`src/rtl/lsu_pkg.sv`:
```
// Shared types and constants for the load/store unit: FSM states, func3
// encodings and byte-enable patterns.
package lsu_pkg;

  typedef enum logic [1:0] {
    ST_IDLE = 2'd0,
    ST_REQ  = 2'd1,
    ST_DONE = 2'd2
  } lsu_state_t;

  localparam logic [2:0] F3_B  = 3'b000;
  localparam logic [2:0] F3_H  = 3'b001;
  localparam logic [2:0] F3_W  = 3'b010;
  localparam logic [2:0] F3_BU = 3'b100;
  localparam logic [2:0] F3_HU = 3'b101;

  localparam logic [3:0] BE_NONE    = 4'b0000;
  localparam logic [3:0] BE_BYTE0   = 4'b0001;
  localparam logic [3:0] BE_LO_HALF = 4'b0011;
  localparam logic [3:0] BE_HI_HALF = 4'b1100;
  localparam logic [3:0] BE_WORD    = 4'b1111;

endpackage

```
`src/rtl/lsu_align.sv`:
```
// Combinational lane logic: store byte enables and replicated store data,
// size/alignment legality, and load byte/half extraction with extension.
module lsu_align
  import lsu_pkg::*;
(
  input  logic [2:0]  i_func3,
  input  logic [1:0]  i_addr_lo,
  input  logic        i_is_store,
  input  logic [31:0] i_wdata,
  input  logic [2:0]  i_ld_func3,
  input  logic [1:0]  i_ld_addr_lo,
  input  logic [31:0] i_rdata,
  output logic [3:0]  o_be,
  output logic [31:0] o_wdata,
  output logic        o_fault,
  output logic [31:0] o_ldata
);

  logic [31:0] w_shifted;
  logic [7:0]  w_byte;
  logic [15:0] w_half;

  // Access size comes from func3[1:0]; BU/HU share the B/H lane rules.
  always_comb begin
    o_be    = BE_NONE;
    o_wdata = 32'h0000_0000;
    o_fault = 1'b0;
    case (i_func3[1:0])
      2'b00: begin
        o_be    = BE_BYTE0 << i_addr_lo;
        o_wdata = {4{i_wdata[7:0]}};
      end
      2'b01: begin
        o_be    = i_addr_lo[1] ? BE_HI_HALF : BE_LO_HALF;
        o_wdata = {2{i_wdata[15:0]}};
        if (i_addr_lo[0]) o_fault = 1'b1;
        else              o_fault = 1'b0;
      end
      2'b10: begin
        o_be    = BE_WORD;
        o_wdata = i_wdata;
        if (i_addr_lo != 2'b00) o_fault = 1'b1;
        else                    o_fault = 1'b0;
      end
      default: o_fault = 1'b1;
    endcase
    case (i_func3)
      F3_B, F3_H, F3_W: ;
      F3_BU, F3_HU: if (i_is_store) o_fault = 1'b1;
      default: o_fault = 1'b1;
    endcase
  end

  // Load extraction uses the latched address bits and func3.
  always_comb begin
    w_shifted = i_rdata >> {i_ld_addr_lo, 3'b000};
    w_byte    = w_shifted[7:0];
    w_half    = i_ld_addr_lo[1] ? i_rdata[31:16] : i_rdata[15:0];
    case (i_ld_func3)
      F3_B:    o_ldata = {{24{w_byte[7]}}, w_byte};
      F3_H:    o_ldata = {{16{w_half[15]}}, w_half};
      F3_W:    o_ldata = i_rdata;
      F3_BU:   o_ldata = {24'h00_0000, w_byte};
      F3_HU:   o_ldata = {16'h0000, w_half};
      default: o_ldata = 32'h0000_0000;
    endcase
  end

endmodule

```
`src/rtl/lsu_controller.sv`:
```
// Load/store sequencer: IDLE/REQ/DONE handshake with the data memory,
// request latching, core stall generation and a REQ-phase watchdog.
module lsu_controller
  import lsu_pkg::*;
#(
  parameter int MAX_WAIT = 255,
  parameter int CNT_W    = $clog2(MAX_WAIT + 1)
) (
  input  logic        clk,
  input  logic        rst_n,
  input  logic        rd_en,
  input  logic        wr_en,
  input  logic [2:0]  func3,
  input  logic [31:0] addr,
  input  logic [31:0] wdata,
  output logic        stall,
  output logic [31:0] load_data,
  output logic        load_valid,
  output logic        access_fault,
  output logic        bus_err,
  output logic        mem_req,
  output logic        mem_we,
  output logic [31:0] mem_addr,
  output logic [31:0] mem_wdata,
  output logic [3:0]  mem_be,
  input  logic        mem_ready,
  input  logic [31:0] mem_rdata
);

  lsu_state_t  r_state, w_next_state;
  logic [CNT_W-1:0] r_cnt;
  logic [1:0]  r_addr_lo;
  logic [2:0]  r_func3;
  logic        r_mem_req, r_mem_we, r_load_valid, r_bus_err;
  logic [31:0] r_mem_addr, r_mem_wdata, r_load_data;
  logic [3:0]  r_mem_be;
  logic [3:0]  w_be;
  logic [31:0] w_st_data, w_ld_data;
  logic        w_size_fault, w_fault, w_valid, w_timeout, w_stall;

  lsu_align u_align (
    .i_func3      (func3),
    .i_addr_lo    (addr[1:0]),
    .i_is_store   (wr_en),
    .i_wdata      (wdata),
    .i_ld_func3   (r_func3),
    .i_ld_addr_lo (r_addr_lo),
    .i_rdata      (mem_rdata),
    .o_be         (w_be),
    .o_wdata      (w_st_data),
    .o_fault      (w_size_fault),
    .o_ldata      (w_ld_data)
  );

  assign w_fault   = (rd_en | wr_en) & ((rd_en & wr_en) | w_size_fault);
  assign w_valid   = (rd_en ^ wr_en) & ~w_size_fault;
  assign w_timeout = (r_cnt == CNT_W'(MAX_WAIT - 1));

  // State register.
  always_ff @(posedge clk or negedge rst_n) begin
    if (!rst_n) r_state <= ST_IDLE;
    else        r_state <= w_next_state;
  end

  // Next-state and stall decode.
  always_comb begin
    w_next_state = r_state;
    w_stall      = 1'b0;
    case (r_state)
      ST_IDLE: begin
        w_stall = w_valid;
        if (w_valid) w_next_state = ST_REQ;
        else         w_next_state = ST_IDLE;
      end
      ST_REQ: begin
        w_stall = 1'b1;
        if (mem_ready || w_timeout) w_next_state = ST_DONE;
        else                        w_next_state = ST_REQ;
      end
      ST_DONE: w_next_state = ST_IDLE;
      default: w_next_state = ST_IDLE;
    endcase
  end

  // Request latches, watchdog counter and write-back registers.
  always_ff @(posedge clk or negedge rst_n) begin
    if (!rst_n) begin
      r_cnt        <= '0;
      r_addr_lo    <= 2'b00;
      r_func3      <= 3'b000;
      r_mem_req    <= 1'b0;
      r_mem_we     <= 1'b0;
      r_mem_addr   <= 32'h0000_0000;
      r_mem_wdata  <= 32'h0000_0000;
      r_mem_be     <= 4'b0000;
      r_load_data  <= 32'h0000_0000;
      r_load_valid <= 1'b0;
      r_bus_err    <= 1'b0;
    end else begin
      r_load_valid <= 1'b0;
      r_bus_err    <= 1'b0;
      case (r_state)
        ST_IDLE: begin
          if (w_valid) begin
            r_cnt       <= '0;
            r_addr_lo   <= addr[1:0];
            r_func3     <= func3;
            r_mem_req   <= 1'b1;
            r_mem_we    <= wr_en;
            r_mem_addr  <= {addr[31:2], 2'b00};
            r_mem_wdata <= wr_en ? w_st_data : 32'h0000_0000;
            r_mem_be    <= w_be;
          end
        end
        ST_REQ: begin
          if (mem_ready) begin
            r_mem_req <= 1'b0;
            if (!r_mem_we) begin
              r_load_data  <= w_ld_data;
              r_load_valid <= 1'b1;
            end
          end else if (w_timeout) begin
            r_mem_req   <= 1'b0;
            r_bus_err   <= 1'b1;
            r_load_data <= 32'h0000_0000;
          end else begin
            r_cnt <= r_cnt + CNT_W'(1);
          end
        end
        default: ;
      endcase
    end
  end

  assign stall        = rst_n & w_stall;
  assign access_fault = rst_n & (r_state == ST_IDLE) & w_fault;
  assign mem_req      = r_mem_req;
  assign mem_we       = r_mem_we;
  assign mem_addr     = r_mem_addr;
  assign mem_wdata    = r_mem_wdata;
  assign mem_be       = r_mem_be;
  assign load_data    = r_load_data;
  assign load_valid   = r_load_valid;
  assign bus_err      = r_bus_err;

endmodule
```
`config.mk`:
```
export PLATFORM = sky130hd
export DESIGN_NAME = lsu_controller
export DESIGN_NICKNAME = d
export VERILOG_FILES = /design/src/rtl/lsu_pkg.sv /design/src/rtl/lsu_align.sv /design/src/rtl/lsu_controller.sv
export SDC_FILE = /design/constraint.sdc
export NUM_CORES = 1
export LEC_CHECK = 0
export CORE_ASPECT_RATIO = 0.6
export CORE_UTILIZATION = 40
export CTS_BUF_LIST = sky130_fd_sc_hd__clkbuf_4
export DETAILED_ROUTE_END_ITERATION = 12
export GPL_ROUTABILITY_DRIVEN = 0
export PLACE_DENSITY = 0.74
export SLEW_MARGIN = 20
export SYNTH_ARGS = -nofsm -noshare
export SYNTH_HDL_FRONTEND = slang
export SYNTH_SLANG_ARGS = --single-unit
```
`constraint.sdc`:
```
create_clock -name clk -period 2.45 [get_ports clk]
set_clock_uncertainty 0.2 [all_clocks]
set_input_delay 0.49 -clock clk [delete_from_list [all_inputs] [get_ports clk]]
set_output_delay 0.49 -clock clk [all_outputs]
set_load 0.03 [all_outputs]
```
==> impl_metrics.toml, run 1 <==
[global_route]
grt_max_degree = 118
grt_pass1_wl_mm = 26.4
antenna_found_initial = 0
grt_usage_pct = 24.1
grt-ovfl-total = 0
grt_pass1_vias = 4926

[route]
finalWirelength_mm = 16.7
first_pass_iters = 8
remaining_drc_errors = 0
via_per_inst = 5.37
num_vias = 4884
ant_nets = 0
wl_per_cell_um = 18.4
drt_iter0_drc = 307

[logic_synthesis]
ys_seq_elements = 117
synth.cell_area_um2 = 5500
synth_cell_types = 51
ys_seq_area_share_pct = 53.3
netlist_instances = 503
avgSynthCellArea_um2 = 10.9
yosysTopAreaCell = "dfrtp_1"
yosys_warnings = 0
synth-main-ff-cell = "dfrtp_1"
yosys-top-cells-count = "dfrtp_1 (117), nand2_1 (70), mux2_2 (43)"
synth_top_cell_area_share_pct = 53.3
netlist_top_cells_area = "dfrtp_1 (53%), mux2_2 (8.8%), nand2_1 (4.8%)"
synth_edf_count = 0
synth_most_common_cell = "dfrtp_1"
ys_async_sr_fraction_pct = 100

[place]
dpl_cell_area_um2 = 7950
io_buffers = 207
hpwl_mm = 12.3

[job]
maxCapViolCount = 0

[setup_path]
crit_slowest_cell = "nor4_4"
critPathMaxStageDelay_ps = 320
critPathMaxFanout = 3
r2r-start = "r_addr_lo[1]"
worst-path-buf-inv = 3
required_ps = 1760
crit_arrival_ps = 1710
startpoint = "addr[0]"
path_delay_family = "buffers and inverters"
crit_type = "input port to output port"
endpoint_kind = "output port"
critPathLaunchType = "input port"
cp_cell_sequence = "dlygate4sd2_1 > nor4_4 > buf_4 > nor2_2 > nor2_2 > nor4_4 > buf_12"

[outcome]
status = "finished clean"

[power]
p_total_mw = 8.49
irDropWorstVdd_mv = 0.392
p_leak_nw = 3.64
powerDensity_nw_per_um2 = 1020

[timing]
fin_crit_ps = 2400
fmax_ghz = 0.416
post-route-period-util_pct = 98.1
setup_viol = 0
max_slew.worst_pin.slew_ps = 667
fin_hold_ws_ps = 287
hold_viol = 0
max-slew-margin-rel_pct = 55.4
slew_violations = 0

[min_path]
hold_path.class = "flop to flop"
hold_start = "load_data[15]"

[clock_tree]
clk_pin_slew_ps = 110
cts_buffers = 17
h-tree-depth = 4
clock_latency_ps = 500
cts.root.buffer_cell = "clkbuf_4"
cts_sinks = 117
cts_tree = "built"
ctsLongestPathBuffers = 2

[floorplan]
start_util_pct = 41.9
dieWidth_um = 153
core_um2 = 13100
ios = 210
die_y_um = 92.8
dieArea_um2 = 14200
fp-row-count = 32

[cells_and_area]
layout-drive-gt1-share_pct = 18.0
nFillCells = 1026
diodes = 0
fin_area_um2 = 8340
final_net_count = 835
areaGrowthSynthToFinish_pct = 51.6
repair_timing:
item	in CTS	in global routing
buffers inserted	2	2
resized for setup	14	2
hold buffers	1	0
setup endpoints to repair	2	2
endpoints found under the hold margin	117	0
pin swaps	4	5
placed cells by master (no fill, tap or decap), types with 2 or more instances in the layout:
cell type / count
ha_1: 3
o2bb2ai_1: 14
mux2_2: 43
o31ai_1: 20
conb_1: 2
nor3_1: 2
a222oi_1: 8
nand4_1: 2
nor2_2: 2
a31oi_1: 17
inv_1: 7
a21oi_2: 2
nor2b_1: 15
mux2i_1: 9
dfrtp_1: 116
dlygate4sd2_1: 6
nor4_4: 2
bufinv_16: 3
inv_6: 2
nand3_1: 4
a21o_1: 18
clkinv_4: 6
a221oi_1: 7
and2_1: 5
o21ai_0: 23
clkinv_2: 3
buf_12: 8
nand2_1: 69
xor2_1: 4
clkbuf_4: 18
a21oi_1: 26
buf_4: 29
clkdlybuf4s50_1: 198
nor2_1: 17
o31ai_2: 4
routing by layer:
layer	vias up	routed length [um]	GRT usage, %
met2	218	7450	36.2
met1	2364	7810	34.0
li1	2278	-	-
met3	24	1250	6.41
met4	0	225	7.00
met5	-	0	0
kinds of logic after synthesis:
group | Yosys count | share of synthesized area (%)
AOI/OAI and AO/OA | 150 | 19.4
xor gates and xnor gates | 5 | 0.797
adders and majority gates | 4 | 0.910
buffers and inverters | 47 | 4.12
DFF | 117 | 53.3
muxes | 53 | 10.9
other | 1 | 0.0682
and+or+nand+nor | 126 | 10.6
cell type report:
| class | count | area [um^2] | area share [%] |
|---|---|---|---|
| multi-input combinational | 340 | 2420 | 29.1 |
| tap | 170 | 213 | 2.55 |
| clock inverter | 14 | 178 | 2.13 |
| clock buffer | 18 | 135 | 1.62 |
| inverter | 9 | 35.0 | 0.420 |
| sequential | 117 | 2930 | 35.1 |
| timing repair buffer | 242 | 2420 | 29.1 |
sequential cells by signal, indices dropped and copies added (netlist names):
| signal | cells |
|---|---|
| mem_addr | 30 |
| r_state | 2 |
| load_data | 32 |
| r_cnt | 8 |
| load_valid | 1 |
| mem_wdata | 32 |
| mem_req | 1 |
| mem_we | 1 |
| bus_err | 1 |
| mem_be | 4 |
| r_func3 | 3 |
| r_addr_lo | 2 |
report_power, final:
group	total (mW)	switching, mW	internal, mW
registers	2.91	0.385	2.53
logic	4.05	2.25	1.80
clock network	1.53	0.798	0.731
path summary, 6_finish.rpt:
check,end,slack (ps),depth (start not counted)
worst max-delay path,access_fault,50,7
worst min-delay path,load_data[15],290,1
worst max register to register,load_data[4],230,5
worst min register to register,load_data[15],290,1
max in group asynchronous,mem_wdata[13],970,3
min in group asynchronous,load_data[16],610,3
metrics by stage:
stage | TNS (ps) | setup slack (ps) | std cells | utilization, %
detailed placement | -12960 | -256 | 873 | 60.5
global route | -0.409 | -0.409 | 910 | 63.5
floorplan | 0 | 17.7 | 504 | -
finish | 0 | 47.3 | 910 | 63.5
CTS | 0 | 15.7 | 908 | 63.3
global placement | -8440 | -225 | 873 | 60.5
(Power assumes the default switching activity.)
==> inputs of run 2 (changes only) <==
--- a/config.mk
+++ b/config.mk
@@ -11,6 +11,7 @@
 export DETAILED_ROUTE_END_ITERATION = 12
 export GPL_ROUTABILITY_DRIVEN = 0
 export PLACE_DENSITY = 0.74
+export SETUP_SLACK_MARGIN = 0.2
 export SLEW_MARGIN = 20
 export SYNTH_ARGS = -nofsm -noshare
 export SYNTH_HDL_FRONTEND = slang
==> run 2 against run 1 <==
Wire length rose by 0.50%. Power fell by 4.9%. Setup slack improved by 140 ps. Utilization fell by 0.91 points. Final cell count rose by 0.22%. Clock-buffer cell count fell by 1. Design area fell by 1.4%. Global-route usage rose by 0.14 points. Critical endpoint unchanged. Largest power group unchanged.
==> impl_metrics.toml, run 2 (same netlist as run 1, synthesis figures left out) <==
[outcome]
status = "finished clean"

[setup_path]
required_ps = 1760
crit_arrival_ps = 1580
crit_type = "flop to output port"
critPathMaxFanout = 2
critPathLaunchType = "flop"
endpoint_kind = "output port"

[power]
p_total_mw = 8.07
irDropWorstVdd_mv = 0.441
p_leak_nw = 3.94
powerDensity_nw_per_um2 = 982

[timing]
fmax_ghz = 0.441
fin_crit_ps = 2270
rsz0062_at_grt = "yes"
fin_tns_setup_ps = 0
postLayoutSetupSlackWorst_ps = 184
max-slew-margin-rel_pct = 57.9
setup_viol = 0
hold_viol = 0
slew_violations = 0
max_slew.worst_pin.slew_ps = 631
post-route-period-util_pct = 92.5
fin_hold_ws_ps = 126

[global_route]
grt_max_degree = 118
antenna_found_initial = 1
grt_usage_pct = 24.2
grt_pass1_vias = 4750
grt-ovfl-total = 0
grt_pass1_wl_mm = 26.2

[floorplan]
ios = 210
core_um2 = 13100
dieArea_um2 = 14200
die_y_um = 92.8
start_util_pct = 41.9
dieWidth_um = 153
fp-row-count = 32

[cells_and_area]
stdcell_count = 912
layout-drive-gt1-share_pct = 18.4
areaGrowthSynthToFinish_pct = 49.5
fin_area_um2 = 8220
layout_common_cells = "dfrtp_1 (116), dlygate4sd2_1 (103), clkdlybuf4s50_1 (95), nand2_1 (69), mux2_2 (43)"
final_common_cell = "dfrtp_1"
final_net_count = 839
utilization_pct = 62.6
nFillCells = 1111

[min_path]
hold_path.class = "input port to flop"

[clock_tree]
cts_tree = "built"
cts_sinks = 117
clock_latency_ps = 510
cts_buffers = 17
h-tree-depth = 4
ctsLongestPathBuffers = 2
clk_pin_slew_ps = 110
cts.root.buffer_cell = "clkbuf_4"

[job]
maxCapViolCount = 0

[place]
hpwl_mm = 12.3
io_buffers = 207
placed_cells = 872
dpl_cell_area_um2 = 7950
pre_cts_ws_ps = -287

[route]
via_per_inst = 5.33
ant_nets = 0
finalWirelength_mm = 16.8
first_pass_iters = 8
wl_per_cell_um = 18.4
remaining_drc_errors = 0
num_vias = 4857
drt_iter0_drc = 429
-- run 2: cell count changes in the layout (fill, tap and decap cells not counted), moves of 2 or more --
cell / delta
dlygate4sd2_1: +97
clkinvlp_4: +2
buf_4: +4
clkinv_1: +3
clkinv_4: -6
inv_6: -2
clkdlybuf4s50_1: -103
buf_2: +5
-- run 2: layer usage --
metal | up-vias | routed length [um] | global-route usage (%)
met5 | - | 0 | 0
met4 | 0 | 155 | 8.33
met3 | 14 | 1260 | 7.07
met2 | 207 | 7070 | 33.2
met1 | 2349 | 8340 | 35.9
li1 | 2287 | - | -
-- run 2: layout make-up --
| type | instances | area [um^2] | share of cell area (%) |
|---|---|---|---|
| Antenna cell | 1 | 2.50 | 0.0305 |
| Clock buffer | 17 | 128 | 1.55 |
| Clock inverter | 12 | 164 | 1.99 |
| Inverter | 9 | 35.0 | 0.426 |
| Multi-Input combinational cell | 340 | 2440 | 29.7 |
| Sequential cell | 117 | 2930 | 35.6 |
| Tap cell | 170 | 213 | 2.59 |
| Timing Repair Buffer | 246 | 2310 | 28.1 |
-- run 2: worst max-delay path, cell delays in order (launching register included) --
cell	delay, ps
dfrtp_1	420
inv_2	90
nand2_4	60
nor4_4	330
buf_12	160
-- run 2: where the power goes --
part	switching (mW)	internal (mW)
registers	0.358	2.53
clock network	0.724	0.779
logic	2.25	1.43
-- run 2: worst paths after layout --
path	start	end	slack (ps)	depth (start not counted)
worst min register to register	mem_wdata[5]	mem_wdata[5]	280	2
max in group asynchronous	rst_n	mem_addr[18]	1070	3
worst min-delay path	func3[2]	r_func3[2]	130	2
worst max-delay path	r_state[1]	access_fault	180	4
min in group asynchronous	rst_n	mem_addr[28]	480	3
worst max register to register	r_addr_lo[1]	load_data[0]	280	5
-- run 2: what timing repair did --
item / 4_1_cts / 5_1_grt
setup endpoints to repair: 103 / 3
pin swaps: 6 / 4
hold endpoints to repair: 117 / 0
setup buffers: 4 / 5
gates resized for setup: 131 / 4
hold buffers: 1 / 0
==> inputs of run 3 (changes only) <==
--- a/config.mk
+++ b/config.mk
@@ -11,6 +11,7 @@
 export DETAILED_ROUTE_END_ITERATION = 12
 export GPL_ROUTABILITY_DRIVEN = 0
 export PLACE_DENSITY = 0.74
+export RECOVER_POWER = 25
 export SETUP_SLACK_MARGIN = 0.2
 export SLEW_MARGIN = 20
 export SYNTH_ARGS = -nofsm -noshare
==> run 3 against run 2 <==
Clock-buffer cell count did not move. Combinational power is essentially flat. Maximum frequency is 0.37% lower. Via count is 0.39% higher. Power about the same. Critical endpoint unchanged. Register-to-register slack about the same. Die area unchanged. Sequential cell count is the same. Clock power hardly changed. Critical path type unchanged.
==> impl_metrics.toml, run 3 (same netlist as run 1, synthesis figures left out) <==
[setup_path]
crit_slowest_cell = "dfrtp_1"
required_ps = 1760
worst-path-buf-inv = 2
path_delay_family = "flip-flops"
crit_arrival_ps = 1580
critPathMaxStageDelay_ps = 420
endpoint_kind = "output port"
crit_type = "flop to output port"
critPathLaunchType = "flop"
cp_cell_sequence = "inv_2 > nand2_4 > nor4_4 > buf_12"
critPathMaxFanout = 2

[route]
ant_nets = 0
wl_per_cell_um = 18.5
via_per_inst = 5.35
met1Wirelength_mm = 8.28
wl_met3_mm = 1.35
finalWirelength_mm = 16.9
top_layer = "met4"
wl_met2_mm = 7.06
drt_iter0_drc = 429
first_pass_iters = 8
remaining_drc_errors = 0
num_vias = 4876

[clock_tree]
h-tree-depth = 4
cts_tree = "built"
cts.root.buffer_cell = "clkbuf_4"
ctsLongestPathBuffers = 2
cts_buffers = 17
clk_pin_slew_ps = 110
clock_latency_ps = 500
cts_sinks = 117

[floorplan]
dieArea_um2 = 14200
ios = 210
dieWidth_um = 153
die_y_um = 92.8
start_util_pct = 41.9
core_um2 = 13100
fp-row-count = 32

[min_path]
hold_path.class = "input port to flop"

[global_route]
grt_max_degree = 118
grt_pass1_wl_mm = 26.2
grt_pass1_vias = 4750
grt-ovfl-total = 0
grt_usage_pct = 24.2
antenna_found_initial = 1

[place]
placed_cells = 872
io_buffers = 207
hpwl_mm = 12.3
dpl_cell_area_um2 = 7950
pre_cts_ws_ps = -287

[cells_and_area]
fin_area_um2 = 8210
stdcell_count = 912
final_common_cell = "dfrtp_1"
nFillCells = 1115
layout_common_cells = "dfrtp_1 (116), dlygate4sd2_1 (103), clkdlybuf4s50_1 (95), nand2_1 (69), mux2_2 (43)"
layout-drive-gt1-share_pct = 18.1
final_net_count = 839
areaGrowthSynthToFinish_pct = 49.3
utilization_pct = 62.5

[timing]
rsz0062_at_grt = "yes"
setup_viol = 0
fin_crit_ps = 2270
fmax_ghz = 0.440
fin_tns_setup_ps = 0
hold_viol = 0
fin_hold_ws_ps = 126
max_slew.worst_pin.slew_ps = 631
post-route-period-util_pct = 92.8
slew_violations = 0
postLayoutSetupSlackWorst_ps = 176
max-slew-margin-rel_pct = 57.9

[power]
p_total_mw = 8.07
powerDensity_nw_per_um2 = 983
p_leak_nw = 3.94
irDropWorstVdd_mv = 0.441

[outcome]
status = "finished clean"

[job]
maxCapViolCount = 0
==> run 3: worst register-to-register path: stages (launching register included) <==
cell and delay [ps]:
dfrtp_1 410, buf_4 200, or2_2 290, o21bai_1 490, a222oi_1 320, o2bb2ai_1 200
==> run 3: path summary, 6_finish.rpt <==
kind                              startpoint           end  slack, ps  cells after the start
worst min register to register  mem_wdata[5]  mem_wdata[5]        280                      2
worst max-delay path              r_state[1]  access_fault        180                      4
worst max register to register  r_addr_lo[1]  load_data[0]        270                      5
min in group asynchronous              rst_n  mem_addr[28]        580                      3
worst min-delay path                func3[2]    r_func3[2]        130                      2
max in group asynchronous              rst_n  mem_addr[18]        970                      3
==> run 3: what timing repair did <==
action | CTS | global route
resized for setup | 131 | 4
setup endpoints to repair | 103 | 3
hold buffers | 1 | 0
hold endpoints to repair | 117 | 0
gates cloned | 0 | 0
pin swaps | 6 | 4
buffers inserted | 4 | 5
==> run 3: area by class of cell <==
cell class	count	area, um^2	share of cell area (%)
diodes	1	2.50	0.0305
clock buffers	17	128	1.55
clock inverters	12	164	2.00
inverters	9	35.0	0.427
multi-input cells	340	2440	29.7
flip-flops and latches	117	2930	35.7
well taps	170	213	2.59
repair buffers	246	2300	28.0
==> run 3: layer usage <==
metal,up-vias,global-route usage [%]
li1,2289,-
met1,2351,35.9
met2,218,33.2
met3,18,7.07
met4,0,8.33
met5,-,0
==> run 3: power breakdown <==
| group | switching, mW | leakage [nW] | internal, mW |
|---|---|---|---|
| registers | 0.358 | 1.50 | 2.53 |
| clock network | 0.724 | 0.148 | 0.779 |
| logic | 2.25 | 2.29 | 1.43 |
